### src/rtl/key_cond_pkg.sv
// key_cond_pkg
//   Shared definitions for the pushbutton conditioner: per-key FSM state
//   encoding, default timing constants and a helper that sizes the
//   stability/hold counter.
package key_cond_pkg;

    typedef enum logic [1:0] {
        REL    = 2'd0,   // released and stable
        P_WAIT = 2'd1,   // press seen, waiting for it to stay stable
        DOWN   = 2'd2,   // pressed and stable, counting towards hold
        R_WAIT = 2'd3    // release seen, waiting for it to stay stable
    } key_state_t;

    localparam int DEF_DEBOUNCE = 20;
    localparam int DEF_HOLD     = 1000;

    // Bits needed to hold values 0..max_val without wrapping.
    function automatic int cnt_width(input int max_val);
        return $clog2(max_val + 1);
    endfunction

endpackage

### src/rtl/key_debounce_chan.sv
// key_debounce_chan
//   One key channel: two-flop synchronizer, debounce FSM with a shared
//   stability/hold counter, and registered level/pulse outputs.
// Ports
//   clk           in   clock (1 kHz tick domain)
//   rst           in   synchronous active-high reset
//   key           in   raw pushbutton, active-low, asynchronous
//   key_down      out  debounced level, 1 = pressed
//   press_pulse   out  one-cycle pulse on accepted press
//   release_pulse out  one-cycle pulse on accepted release
//   hold_pulse    out  one-cycle pulse once per press after HOLD cycles
module key_debounce_chan
    import key_cond_pkg::*;
#(
    parameter int DEBOUNCE = DEF_DEBOUNCE,
    parameter int HOLD     = DEF_HOLD,
    parameter int CNT_W    = 10
) (
    input  logic clk,
    input  logic rst,
    input  logic key,
    output logic key_down,
    output logic press_pulse,
    output logic release_pulse,
    output logic hold_pulse
);

    localparam logic [CNT_W-1:0] DEB_C  = CNT_W'(DEBOUNCE);
    localparam logic [CNT_W-1:0] HOLD_C = CNT_W'(HOLD);
    localparam logic [CNT_W-1:0] ONE_C  = CNT_W'(1);

    logic [1:0]       sync;   // raw (active-low) key, sync[1] is the safe copy
    key_state_t       state;
    logic [CNT_W-1:0] cnt;
    logic             s;      // synchronized, active-high "pressed"

    assign s = ~sync[1];

    always_ff @(posedge clk) begin
        if (rst) begin
            sync          <= 2'b11;
            state         <= REL;
            cnt           <= '0;
            key_down      <= 1'b0;
            press_pulse   <= 1'b0;
            release_pulse <= 1'b0;
            hold_pulse    <= 1'b0;
        end else begin
            sync          <= {sync[0], key};
            press_pulse   <= 1'b0;
            release_pulse <= 1'b0;
            hold_pulse    <= 1'b0;
            case (state)
                REL: begin
                    if (s) begin
                        state <= P_WAIT;
                        cnt   <= ONE_C;
                    end
                end
                P_WAIT: begin
                    if (!s) begin
                        state <= REL;
                        cnt   <= '0;
                    end else if (cnt == DEB_C) begin
                        state       <= DOWN;
                        press_pulse <= 1'b1;
                        key_down    <= 1'b1;
                        cnt         <= '0;
                    end else begin
                        cnt <= cnt + ONE_C;
                    end
                end
                DOWN: begin
                    if (!s) begin
                        state <= R_WAIT;
                        cnt   <= ONE_C;
                    end else if (cnt < HOLD_C) begin
                        // Saturating count; pulse on the edge it reaches HOLD.
                        cnt        <= cnt + ONE_C;
                        hold_pulse <= (cnt + ONE_C == HOLD_C);
                    end
                end
                R_WAIT: begin
                    if (s) begin
                        // Release bounce: park the counter at saturation so
                        // hold_pulse can never fire again for this press.
                        state <= DOWN;
                        cnt   <= HOLD_C;
                    end else if (cnt == DEB_C) begin
                        state         <= REL;
                        release_pulse <= 1'b1;
                        key_down      <= 1'b0;
                        cnt           <= '0;
                    end else begin
                        cnt <= cnt + ONE_C;
                    end
                end
                default: begin
                    state <= REL;
                    cnt   <= '0;
                end
            endcase
        end
    end

endmodule

### src/rtl/key_conditioner.sv
// key_conditioner
//   Turns raw active-low pushbuttons into debounced levels plus single-cycle
//   press, release and long-hold pulses. Keys are fully independent.
// Ports
//   Clk_1K        in   1 kHz tick clock
//   Reset         in   synchronous active-high reset
//   KEY           in   [N_KEYS] raw pushbuttons, active-low, asynchronous
//   key_down      out  [N_KEYS] debounced level, 1 = pressed
//   press_pulse   out  [N_KEYS] one-cycle pulse on accepted press
//   release_pulse out  [N_KEYS] one-cycle pulse on accepted release
//   hold_pulse    out  [N_KEYS] one-cycle pulse once per press after HOLD
module key_conditioner
    import key_cond_pkg::*;
#(
    parameter int N_KEYS   = 2,
    parameter int DEBOUNCE = DEF_DEBOUNCE,
    parameter int HOLD     = DEF_HOLD,
    parameter int CNT_W    = 10
) (
    input  logic              Clk_1K,
    input  logic              Reset,
    input  logic [N_KEYS-1:0] KEY,
    output logic [N_KEYS-1:0] key_down,
    output logic [N_KEYS-1:0] press_pulse,
    output logic [N_KEYS-1:0] release_pulse,
    output logic [N_KEYS-1:0] hold_pulse
);

    if (CNT_W < cnt_width(HOLD)) begin : g_cnt_w_err
        $error("key_conditioner: CNT_W too small to count to HOLD");
    end
    if (HOLD <= DEBOUNCE) begin : g_hold_err
        $error("key_conditioner: HOLD must exceed DEBOUNCE");
    end

    for (genvar gi = 0; gi < N_KEYS; gi++) begin : g_chan
        key_debounce_chan #(
            .DEBOUNCE (DEBOUNCE),
            .HOLD     (HOLD),
            .CNT_W    (CNT_W)
        ) u_chan (
            .clk           (Clk_1K),
            .rst           (Reset),
            .key           (KEY[gi]),
            .key_down      (key_down[gi]),
            .press_pulse   (press_pulse[gi]),
            .release_pulse (release_pulse[gi]),
            .hold_pulse    (hold_pulse[gi])
        );
    end

endmodule

### config.mk
export PLATFORM = sky130hd
export DESIGN_NAME = key_conditioner
export DESIGN_NICKNAME = d
export VERILOG_FILES = /design/src/rtl/key_cond_pkg.sv /design/src/rtl/key_debounce_chan.sv /design/src/rtl/key_conditioner.sv
export SDC_FILE = /design/constraint.sdc
export NUM_CORES = 1
export LEC_CHECK = 0
export ABC_AREA = 1
export CORE_UTILIZATION = 45
export CTS_BUF_LIST = sky130_fd_sc_hd__clkbuf_4
export DETAILED_ROUTE_END_ITERATION = 12
export HOLD_SLACK_MARGIN = 0.12
export MAX_ROUTING_LAYER = met4
export PLACE_DENSITY = 0.65
export SYNTH_ARGS = -nofsm -noshare
export SYNTH_HDL_FRONTEND = slang
export SYNTH_SLANG_ARGS = --single-unit
### constraint.sdc
create_clock -name Clk_1K -period 1.5 [get_ports Clk_1K]
set_clock_uncertainty 0.15 [all_clocks]
set_input_delay 0.3 -clock Clk_1K [delete_from_list [all_inputs] [get_ports Clk_1K]]
set_output_delay 0.3 -clock Clk_1K [all_outputs]
set_load 0.01 [all_outputs]
; ---- After elaboration in Yosys (flattened, before gate mapping)
; Cells that the tools add are included.
[totals]
reg_bits = 36
input_bits = 4
[op_classes]
add_sub_neg = 2
magnitude_cmp = 2
n_eq_ne = 28
muxes = 40
bitwise = 10
reduce_logical = 16
[op_table]
columns = cell, count
row1 = $mux W10, 12
row2 = $pmux W10 S4, 2
row3 = $mux W2, 12
row4 = $add A10 B1 Y10 const B, 2
row5 = $eq A10 B10 Y1 const B, 2
row6 = $eq A10 B5 Y1 const B, 2
row7 = $lt A10 B10 Y1 const B, 2
row8 = $ne A2 B1 Y1 const B, 8
row9 = $pmux W2 S4, 2
row10 = $ne A3 B1 Y1 const B, 4
row11 = $reduce_or A3 Y1, 4
row12 = $mux W1, 10
row13 = $not A1 Y1, 10
row14 = $reduce_and A5 Y1, 2
row15 = $eq A2 B2 Y1 const B, 4
row16 = $ne A2 B2 Y1 const B, 4
row17 = $reduce_and A4 Y1, 2
row18 = $reduce_or A4 Y1, 2
row19 = $ne A3 B3 Y1 const B, 2
row20 = $eq A2 B1 Y1 const B, 2
row21 = $logic_not A2 Y1, 2
row22 = $pmux W1 S2, 2
row23 = $reduce_and A2 Y1, 2
row24 = $reduce_bool A2 Y1, 2

; ---- Depth between registers and ports, before layout
[depth]
ltp_word = 4
mapped_depth = 10

; ---- Modules after synthesis
; Synthesis repeated with hierarchy kept, for this count alone.
[hier_totals]
hier_cells = 360
area_unflattened_um2 = 2301.0
[by_module_without_submodules]
columns = module, instances, cells_each, area_per_inst_um2, seq_area_each_um2
row1 = key_debounce_chan (g_chan[1].u_chan), 1, 181, 1164.9, 360.3
row2 = key_debounce_chan (g_chan[0].u_chan), 1, 179, 1136.1, 360.3

; ---- Worst setup path before layout
; OpenSTA, ideal clock, no wires.
[synth_path]
kind = reg-to-reg
start = register g_chan[1].u_chan.cnt[0]
end = register g_chan[1].u_chan.hold_pulse
t_arrival_ps = 1363
required_ps = 1288
path_slack_ps = -76
path_stages_with_launch = 9
n_path_buf = 0
period_less_slack_ps = 1576
cell_sequence = dfxtp_1 > ha_1 > nand2_4 > nor2_4 > nand3_2 > or2_4 > a21boi_2 > nand3_1 > nor2_2
[synth_between]
elab_chain_len = 3
elab_cells_between_ends = 5
cone_classes = 1 x add/sub / 1 x order compare / 1 x eq/ne / 1 x bitwise / 1 x reduce/logical
[synth_lines]
columns = item, line_no
row1 = from (decl), key_debounce_chan.sv:34  ; logic [CNT_W-1:0] cnt;
row2 = from (signal assigned), key_debounce_chan.sv:70  ; cnt <= cnt + ONE_C;
row3 = from (signal assigned), key_debounce_chan.sv:79  ; cnt <= cnt + ONE_C;
row4 = from (signal assigned), key_debounce_chan.sv:95  ; cnt <= cnt + ONE_C;
row5 = branches (longest 3 deep; another with $add A10 B1 Y10), --
row6 = to (signal assigned), key_debounce_chan.sv:80  ; hold_pulse <= (cnt + ONE_C == HOLD_C);
row7 = to (decl), key_debounce_chan.sv:25  ; output logic hold_pulse
; Several ways; the timed one is not identified.
; A chain may end at the register's enable or synchronous reset.

; ---- Final worst setup path
[layout_path]
start = register g_chan[1].u_chan.cnt[0]
end = register g_chan[1].u_chan.cnt[8]
[layout_between]
elab_chain_len = 4
elab_cells_between_ends = 11
cone_classes = 1 x add/sub / 1 x order compare / 2 x eq/ne / 6 x mux / 1 x reduce/logical
[layout_lines]
columns = item, line_no
row1 = $add A10 B1 Y10 or $eq A10 B5 Y1 (tied branches), --
row2 = $mux W10 (on tied branches), "key_debounce_chan.sv:64, key_debounce_chan.sv:89, key_debounce_chan.sv:77"
row3 = $mux W10 (on tied branches), "key_debounce_chan.sv:84, key_debounce_chan.sv:61, key_debounce_chan.sv:74"
row4 = $pmux W10 S4, key_debounce_chan.sv:53  ; case (state)
; Parallel ways exist; a longest one is shown, timed or not. The select of a mux whose other input is x is not followed.

==> summary.txt <==
Status
  – Status: complete, but fails checks
  – Failing checks: negative setup slack

Floorplanning
  – IO Pins: 12
  – Starting Density: 46.6%
  – Vert. Die Dim: 71.9 µm
  – Die W: just over 70 µm
  – Core area: about 4700 µm²
  – Die area: a little over 5000 µm²
  – Site Rows: 25

Global routing
  – Vias in the first global route: 2282
  – First-pass GRT wire length: 10400 µm
  – Largest net degree at the start of global routing: 17
  – Grt ovf: 0
  – Number of antenna violations at the first check in global routing: 0
  – Tot GR Track Use: 26.2%

Critical path
  – Max incr delay on CP: just over 0.4 ns
  – Worst r2r path cells: 11
  – Reg-to-reg endpoint: g_chan[1].u_chan.cnt[8]
  – CP Capture Type: register
  – FF-to-FF setup slack: -0.1 ns
  – Req. time, crit path: between 1.5 and 2 ns
  – Critical path type: register to register
  – Crit start category: register
  – Worst path cell trace: ha_4, nand2_4, nor2_4, buf_6, nand3_1, nand2_1, nand2_2, nand3_1, nand2_1, nand2_2, a21oi_2
  – Slowest cell on the critical path: dfxtp_4
  – CP Buf/Inv Count: 1
  – Worst R2R Start: g_chan[1].u_chan.cnt[0]
  – Crit path max fanout: 4
  – Worst Path Arrival: 1.71 ns
  – Crit. path cell count: 11
  – CP delay by family, top: simple AND/OR/NAND/NOR gates

Yosys
  – Main combinational cell family by area after synthesis: simple AND/OR/NAND/NOR gates
  – Synth Area in XOR/XNOR: between 1.5 and 2%
  – Synth Cell Area: between 2000 and 2500 µm²
  – Post-Synth Adder-Cell Area: 2.28%
  – Synth cell types: 36
  – Syn Area/Cell: 6.47 µm²
  – Synthesis Warnings: 0
  – Flop and latch count out of synthesis: 36
  – Post-synthesis sequential area ratio: 32.8%
  – Mapped Nets: approximately 350
  – Synth Area in Simple Gates: roughly 43%
  – Post-synthesis compound-gate area fraction: 9.67%
  – Mux cell area share after synthesis: 0%
  – Cells after Synth: 340

CTS
  – Root Driver: clkbuf_4
  – Clock sinks: 36
  – CTS H-Tree Depth: 2
  – CTS tree: done
  – CTS max path bufs: 2
  – Clock transition at the registers of the reported paths: 0.13 ns
  – CTS Buf Count: 5
  – Hold_buf cts: 0
  – Worst skew pair latency: 0.36 ns

Pwr
  – Maximum VDD drop: slightly above 0.0004 V
  – Switch share: 33.0%
  – PwrDens: 604 nW/µm²
  – Gate power share: 24.3%
  – Seq pwr share: ~50%
  – Clk pwr share: 26.8%
  – Net switching power: 678 µW
  – Leakage: around 1.5 nW
  – Internal power: 1.37 mW

Cells and area
  – Nets: 422
  – Layout cells sized above 1: 49.6%
  – Core Util, Final: just over 70%
  – Fill cell count: 339
  – Final Cell Area: about 3400 µm²
  – # diodes: 0
  – Commonest non-fill, non-tap cell in the layout: nand2_1
  – Commonest non-fill, non-tap cells in the layout: 82 x nand2_1, 63 x buf_4, 24 x inv_1, 20 x nor2_1, 17 x a21oi_1
  – Layout area overhead: 54.5%

Timing
  – Final Critical Period: about 1.6 ns
  – Period Utilization, post-route: 107%
  – Finish-stage setup viols: 21
  – Fmax: 626 MHz
  – Least-Margin Pin Slew: 0.424 ns
  – Final setup margin: -0.0980 ns
  – Slew Viols, Final: 0
  – Hold Vio Cnt, Final: 0
  – Unrepaired setup endpoints after global routing: yes
  – Slew margin rel.: ~72%

Detailed routing
  – DRT iter0 DRCs: 183
  – Routed WL: around 7000 µm
  – DRT antenna net count: 0
  – Final routed DRC violation total: 0
  – DR vias: 2578
  – Drt first pass iters: 5
  – WL/cell: ~14 µm
  – Vias per Instance: 5.35

Placement
  – Port buffer count: 11
  – Area after DPL: 2750 µm²
  – RD Place Congestion: 0.934
  – Dpl hpwl: 4160 µm

Hold path
  – Hold Path Cell Cnt: 1
  – Hold path start: g_chan[1].u_chan.sync[0]
  – Hold crit path type: register to register
  – Hold Path End: g_chan[1].u_chan.sync[1]

Flow run
  – MaxCap Viol Count: 0
==> Yosys cell counts, drive strengths merged <==
library cell  number  share of area (%)
nor3b              1               0.34
nand2            103                 18
buf                9                3.0
inv               38                6.5
nand3b             3                1.0
nor2              40                8.2
and3               1               0.28
clkbuf             5               0.91
xor2               4                1.6
dfxtp             36                 33
o21ai             13                3.1
o22ai              1               0.28
nand4              9                2.8
a21boi             1               0.51
nor3               7                2.0
a21o               1               0.34
a21oi             22                5.0
nor4               1               0.28
a31o               1               0.40
clkinv             1               0.40
ha                 4                2.3
nand3             33                7.7
or2                6                1.8
==> worst max-delay path by stage <==
stage                                       start                           to  slack (ns)
after global placement                      Reset  g_chan[0].u_chan.hold_pulse       -0.17
after detailed placement                    Reset  g_chan[0].u_chan.hold_pulse       -0.22
after CTS                 g_chan[1].u_chan.cnt[0]      g_chan[1].u_chan.cnt[8]       -0.05
final                     g_chan[1].u_chan.cnt[0]      g_chan[1].u_chan.cnt[8]        -0.1
after floorplan           g_chan[1].u_chan.cnt[0]  g_chan[1].u_chan.hold_pulse        0.02
after global routing      g_chan[1].u_chan.cnt[0]      g_chan[1].u_chan.cnt[8]       -0.22
==> registers in the layout, summed over array words and instances (netlist names), named ones only <==
signal and cells:
g_chan.u_chan.sync 4, g_chan.u_chan.state 2, g_chan.u_chan.release_pulse 2, g_chan.u_chan.hold_pulse 2, g_chan.u_chan.cnt 20, g_chan.u_chan.press_pulse 2
g_chan.u_chan.key_down 2
==> power by group through the flow <==
stage	combinational, mW	sequential, mW	clock (mW)
5_1_grt	0.534	1.01	0.607
2_1_floorplan	0.153	1.03	0
4_1_cts	0.399	1.01	0.558
3_5_place_dp	0.303	1.03	0
3_3_place_gp	0.303	1.03	0
6_report	0.498	1.00	0.551
==> timing repair <==
action / CTS / global route
setup endpoints to repair: 35 / 27
setup buffers: 5 / 7
pin swaps: 26 / 29
gates resized for setup: 71 / 85
gates cloned: 2 / 1
==> through the flow <==
step / setup slack [ns] / std cells / power, mW / TNS [ns] / hold WS [ns]
after CTS: -0.0514 / 474 / 1.97 / -0.309 / 0.295
final: -0.0980 / 482 / 2.05 / -1.07 / 0.292
after global routing: -0.223 / 482 / 2.15 / -2.90 / 0.313
after floorplan: 0.0162 / 340 / 1.18 / 0 / 0.239
after detailed placement: -0.221 / 459 / 1.33 / -3.09 / 0.261
after global placement: -0.171 / 459 / 1.33 / -2.68 / 0.247
==> layer usage <==
layer  vias to the layer above  part of all wire (%)  GRT usage (%)
met5                         -                     0              -
met4                         0                   2.3           9.59
met3                        26                   5.9           4.03
met2                       113                    46           38.3
met1                      1198                    45           36.7
li1                       1241                     -              -
==> layout make-up <==
| type | count | area, µm² | share of cell area, % |
|---|---|---|---|
| multi-input combinational | 252 | 1670 | 49.0 |
| clock inverter | 3 | 18.8 | 0.552 |
| inverter | 39 | 171 | 5.04 |
| timing repair inverter | 2 | 16.3 | 0.479 |
| tap | 67 | 83.8 | 2.47 |
| clock buffer | 5 | 37.5 | 1.10 |
| sequential | 36 | 778 | 22.9 |
| timing repair buffer | 78 | 627 | 18.4 |
==> kinds of logic after synthesis <==
kind of cell	after synthesis
and+or+nand+nor	204
adders and majority gates	4
buffers and inverters	53
AOI/OAI and AO/OA	39
DFF	36
xor gates and xnor gates	4
==> worst register-to-register path: stages, from the launching register on <==
cell and delay, ns:
dfxtp_4 0.41, ha_4 0.15, nand2_4 0.06, nor2_4 0.15, buf_6 0.11, nand3_1 0.05, nand2_1 0.07, nand2_2 0.06
nand3_1 0.07, nand2_1 0.07, nand2_2 0.09, a21oi_2 0.05
Note: power is estimated with default switching activity, not from simulation.
